File: src/rtl/multiword_add_seq.sv
// multiword_add_seq
//   Adds two wide operands (WORDS slices of SIZE bits each) one slice per
//   clock through an external combinational SIZE-bit adder that computes
//   {add_cout, add_sum} = add_a + add_b + add_cin.
//   The carry is chained between slices in a local register. The result is
//   assembled LSB slice first by shifting right.
//
// Ports
//   clk, rst_n           clock and asynchronous active-low reset
//   in_valid / in_ready  operand handshake (op_a, op_b, cin)
//   add_a, add_b,        slice operands and carry driven to the adder
//   add_cin              (forced to 0 outside RUN)
//   add_sum, add_cout    adder response, captured on every RUN edge
//   out_valid/out_ready  result handshake (result, cout)
module multiword_add_seq #(
  parameter int SIZE  = 4,
  parameter int WORDS = 4
) (
  input  logic                  clk,
  input  logic                  rst_n,
  input  logic                  in_valid,
  output logic                  in_ready,
  input  logic [SIZE*WORDS-1:0] op_a,
  input  logic [SIZE*WORDS-1:0] op_b,
  input  logic                  cin,
  output logic [SIZE-1:0]       add_a,
  output logic [SIZE-1:0]       add_b,
  output logic                  add_cin,
  input  logic [SIZE-1:0]       add_sum,
  input  logic                  add_cout,
  output logic                  out_valid,
  input  logic                  out_ready,
  output logic [SIZE*WORDS-1:0] result,
  output logic                  cout
);

  localparam int W  = SIZE * WORDS;
  localparam int CW = (WORDS > 1) ? $clog2(WORDS) : 1;
  localparam logic [CW-1:0] LAST = CW'(WORDS - 1);

  typedef enum logic [1:0] {
    IDLE,
    RUN,
    DONE
  } state_t;

  state_t         state;
  state_t         state_next;
  logic [W-1:0]   a_sh;
  logic [W-1:0]   b_sh;
  logic           carry;
  logic [CW-1:0]  cnt;
  logic           accept;
  logic           last_slice;

  assign accept     = in_valid && (state == IDLE);
  assign last_slice = (state == RUN) && (cnt == LAST);

  // NOTE: sequential state uses non-blocking assignments so every register
  // samples the values from before the edge, independent of statement order.
  always_ff @(posedge clk or negedge rst_n) begin
    if (!rst_n) begin
      state <= IDLE;
    end else begin
      state <= state_next;
    end
  end

  // NOTE: every output of this block gets a default first, so no path can
  // leave a signal unassigned and infer a latch.
  always_comb begin
    state_next = state;
    in_ready   = 1'b0;
    out_valid  = 1'b0;
    add_a      = '0;
    add_b      = '0;
    add_cin    = 1'b0;
    case (state)
      IDLE: begin
        in_ready = 1'b1;
        if (in_valid) state_next = RUN;
      end
      RUN: begin
        // Only registers feed the adder, so the critical path is the adder.
        add_a   = a_sh[SIZE-1:0];
        add_b   = b_sh[SIZE-1:0];
        add_cin = carry;
        if (last_slice) state_next = DONE;
      end
      DONE: begin
        out_valid = 1'b1;
        if (out_ready) state_next = IDLE;
      end
      default: state_next = IDLE;
    endcase
  end

  // NOTE: the datapath registers are few and visible on ports, so they are
  // all reset; an abort mid-operation must leave zeroed outputs behind.
  always_ff @(posedge clk or negedge rst_n) begin
    if (!rst_n) begin
      a_sh   <= '0;
      b_sh   <= '0;
      carry  <= 1'b0;
      cnt    <= '0;
      result <= '0;
      cout   <= 1'b0;
    end else begin
      case (state)
        IDLE: begin
          if (accept) begin
            a_sh   <= op_a;
            b_sh   <= op_b;
            carry  <= cin;
            cnt    <= '0;
            result <= '0;
            cout   <= 1'b0;
          end
        end
        RUN: begin
          // New slice enters at the top; after WORDS shifts slice 0 sits at
          // the bottom. Written as shifts so WORDS=1 needs no special case.
          result <= (result >> SIZE) | (W'(add_sum) << (W - SIZE));
          carry  <= add_cout;
          a_sh   <= a_sh >> SIZE;
          b_sh   <= b_sh >> SIZE;
          cnt    <= cnt + CW'(1);
          if (last_slice) cout <= add_cout;
        end
        default: ;
      endcase
    end
  end

endmodule

File: config.mk
export PLATFORM = sky130hd
export DESIGN_NAME = multiword_add_seq
export DESIGN_NICKNAME = d
export VERILOG_FILES = /design/src/rtl/multiword_add_seq.sv
export SDC_FILE = /design/constraint.sdc
export NUM_CORES = 1
export LEC_CHECK = 0
export BUFFER_PORTS_ARGS = -buffer_cell sky130_fd_sc_hd__buf_4
export CAP_MARGIN = 20
export CORE_ASPECT_RATIO = 0.8
export CORE_MARGIN = 3
export CORE_UTILIZATION = 50
export DETAILED_ROUTE_END_ITERATION = 12
export HOLD_SLACK_MARGIN = 0.08
export PLACE_DENSITY = 0.82
export SETUP_SLACK_MARGIN = 0.3
export SLEW_MARGIN = 20
export SYNTH_ARGS = -nofsm -noshare
export SYNTH_HDL_FRONTEND = slang
export SYNTH_SLANG_ARGS = --single-unit
export TNS_END_PERCENT = 10
File: constraint.sdc
create_clock -name clk -period 1.8 [get_ports clk]
set_clock_uncertainty 0.2 [all_clocks]
set_input_delay 0.09 -clock clk [delete_from_list [all_inputs] [get_ports clk]]
set_output_delay 0.09 -clock clk [all_outputs]
set_load 0.03 [all_outputs]
==> metrics.md <==
| Metric | Value |
|---|---|
| Syn. warnings | 0 |
| #FFs+latches synth | 54 |
| Post-DP HPWL | about 3.8 mm |
| Clk sinks | 54 |
| CTS clk-pin slew, worst paths | approximately 0.09 ns |
| Post-DRT Antenna Nets | 0 |
| Cell count after synthesis | 206 |
| Worst Tran Pin Value | 0.665 ns |
| Sequential element share of the synthesized area | 59.4% |
| Reg power frac | 30.3% |
| Clk buf depth | 2 |
| Cell mode on critical path | buf_6 |
| Critical Path, Cell by Cell | nor2b_4 -> buf_6 -> and2_4 -> buf_6 |
| Pwr dens | 1990 nW/µm² |
| Pleak | 1.72 nW |
| FF-to-FF End | b_sh[4] |
| Final setup viols | 0 |
| Setup Crit Path Kind | reg2out |
| Area Overhead vs Synth | 61.7% |
| Worst reg2reg path depth | 5 |
| CTS Buf Count | 5 |
| Initial DRC Count | ~240 |
| Netlist cell types | 25 |
| RSZ-0062 raised after global routing | true |
| CP required | approximately 1.5 ns |
| Max_cap viols | 0 |
| Net Switching | 3.19 mW |
| Max-slew violations | 0 |
| CP Max Fanout | 7 |
| P_int | 4.14 mW |
| Post-Synthesis Net Count | between 200 and 250 |
| GR Overflow Total | 0 |
| First drt pass iteration count | 5 |
| Worst skew pair latency | 0.30 ns |
| Syn avg cell area | 11.0 µm² |
| DR vias/cell | 6.12 |
| R2R Setup Slk | approximately 0.20 ns |
| Sw Share | 43.5% |
| Number of global-route vias before repair | 2,357 |
| # IOs | 70 |
| Pin count of the biggest net entering global routing | 55 |
| Fmax | 603 MHz |
| Die height | 66.3 µm |
| Antenna fix cells | 0 |
| Number of synthesized flops with an enable pin | 0 |
| Outcome | completed |
| Slowest stage cell on the critical path | dfrtp_1 |
| FP Rows | 21 |
| Final Routed Wirelength | 8.06 mm |
| Worst Hold Class | in2async |
| Total die area | approximately 5400 µm² |
| Initial antenna violation count | 0 |
| Layout Nets | 371 |
| CP startpoint kind | register |
| CTS root buf | clkbuf_8 |
| Clock Power Share | 9.6% |
| Area of the mapped netlist | between 2000 and 2500 µm² |
| CP endpoint kind | output pin |
| Fraction of layout cells with a size suffix above 1 | approximately 39% |
| Slowest stage delay, CP | 0.43 ns |
| Synth async-reset ratio | 100% |
| Synth Flop Type | dfrtp_1 |
| Utilization after layout | 85.9% |
| CP arrival | 1.37 ns |
| Slew Limit Headroom | 55.6% |
| Final GP Congestion | ~0.76 |
| Initial Util | ~53% |
| Combinational power share | 60.1% |
| Final hold viol count | 0 |
| Global-route wire length before repair | 12.4 mm |
| WL/cell | around 21 µm |
| Maximum VDD drop | 1150 µV |
| CTS tree | done |
| Die W | 81.4 µm |
| Worst reg2reg startpoint | state[1] |
| Core area | 4280 µm² |
| Final routed DRC violation total | 0 |
| Vias | 2,364 |
| IO buf count | 69 |
| Fin crit period | 1.66 ns |
| Final worst-path cycle share | 92.2% |
| Hold_ws | 0.177 ns |
| Total global-route track usage | 31.0% |
| H-tree depth | 2 |
## cells by family after synthesis
kind of cell	after synthesis	share of synthesized area [%]
AO/OA/AOI/OAI	87	25.8
flip-flops	54	59.4
AND/OR/NAND/NOR	46	10.1
buffers and inverters	18	4.18
adder cells (fa/ha/maj)	1	0.550
## worst max-delay path: cells and delay by family (launching register included)
family	cells	cell delay, ns
AND/OR/NAND/NOR	2	0.35
buffers and inverters	2	0.27
flip-flops	1	0.43
## metrics by stage
step | setup TNS [ns] | setup slack [ns] | total power [mW] | cell area, µm² | cells
4_1_cts | 0 | 0.225 | 6.93 | 3630 | 384
5_1_grt | 0 | 0.107 | 7.71 | 3680 | 386
3_5_place_dp | -1.24 | -0.143 | 5.40 | 2850 | 321
2_1_floorplan | 0 | 0.309 | 4.35 | 2280 | 206
3_3_place_gp | -1.03 | -0.117 | 5.30 | 2850 | 321
6_report | 0 | 0.141 | 7.33 | 3680 | 386
## placed cells by master (no fill, tap or decap)
cell type / n
bufbuf_16: 1
buf_4: 69
o21ba_2: 1
nor2b_2: 1
nor2b_1: 1
a21oi_1: 23
and2_4: 9
nor2_1: 17
buf_6: 12
nor2_2: 2
nor2b_4: 2
o22ai_2: 2
or2_4: 1
nand2_4: 2
buf_12: 3
clkinv_2: 1
o2bb2ai_1: 1
a32o_1: 1
a22o_1: 20
clkinvlp_4: 2
nor2_4: 1
dfrtp_2: 1
o221a_2: 4
buf_8: 2
dfrtp_1: 53
inv_8: 1
nand2b_4: 2
o31ai_1: 1
nand2_8: 1
a31oi_1: 1
nand2_1: 5
o22ai_1: 25
nand3b_1: 4
nand2b_2: 1
o21ai_0: 8
clkbuf_8: 6
dlygate4sd3_1: 41
ha_1: 1
## per-layer routing
metal | part of all wire [%] | vias up | track usage, %
met5 | 0 | - | 0
met3 | 7.5 | 37 | 5.59
met4 | 4.9 | 0 | 12.0
met1 | 39 | 1144 | 41.6
met2 | 48 | 161 | 49.9
li1 | - | 1022 | -
## power groups by stage
stage	combinational, mW	sequential, mW	clock [mW]
finish	4.41	2.22	0.703
global route	4.68	2.27	0.762
CTS	4.07	2.16	0.697
detailed placement	3.25	2.15	0
global placement	3.17	2.12	0
floorplan	1.98	2.37	0
## worst max path at each step
stage | start | to | slack (ns) | depth (start not counted)
6_report | state[0] | add_b[0] | 0.14 | 4
5_1_grt | state[0] | add_b[0] | 0.11 | 4
4_1_cts | state[1] | add_a[3] | 0.23 | 4
3_5_place_dp | state[1] | add_a[1] | -0.14 | 3
3_3_place_gp | state[1] | add_b[3] | -0.12 | 3
2_1_floorplan | state[1] | out_valid | 0.31 | 4
## state kept, by name, summed over array words and instances (netlist names)
| register | cells |
|---|---|
| a_sh | 16 |
| b_sh | 16 |
| carry | 1 |
| cnt | 2 |
| cout | 1 |
| result | 16 |
| state | 2 |
## what timing repair did
action,4_1_cts,5_1_grt
hold buffers,41,0
hold endpoints to repair,93,0
setup buffers,10,2
endpoints found under the setup margin,61,63
cloned,4,0
gates resized for setup,41,8
pin swaps,7,0
## area by class of cell
type | count | area (µm²)
Sequential cell | 54 | 1350
Clock inverter | 2 | 12.5
Fill cell | 209 | 602
Multi-Input combinational cell | 137 | 957
Clock buffer | 6 | 82.6
Inverter | 2 | 18.8
Timing Repair Buffer | 128 | 1190
Tap cell | 57 | 71.3
## synth_stat cells (all sizes together) (2+ instances only)
cell     n  area share (%)
clkbuf   4            0.66
inv      2            0.33
o22ai   27             7.4
nor2    20             3.3
o21ai    8             1.8
nand2b   3            0.82
and2     9             2.5
a22o    20             7.7
buf     12             3.2
a21oi   23             5.1
o221a    4             2.0
nor2b    3            0.82
dfrtp   54              59
nand3b   4             1.3
nand2    6             1.1
Power figures use the tool's default switching activity.
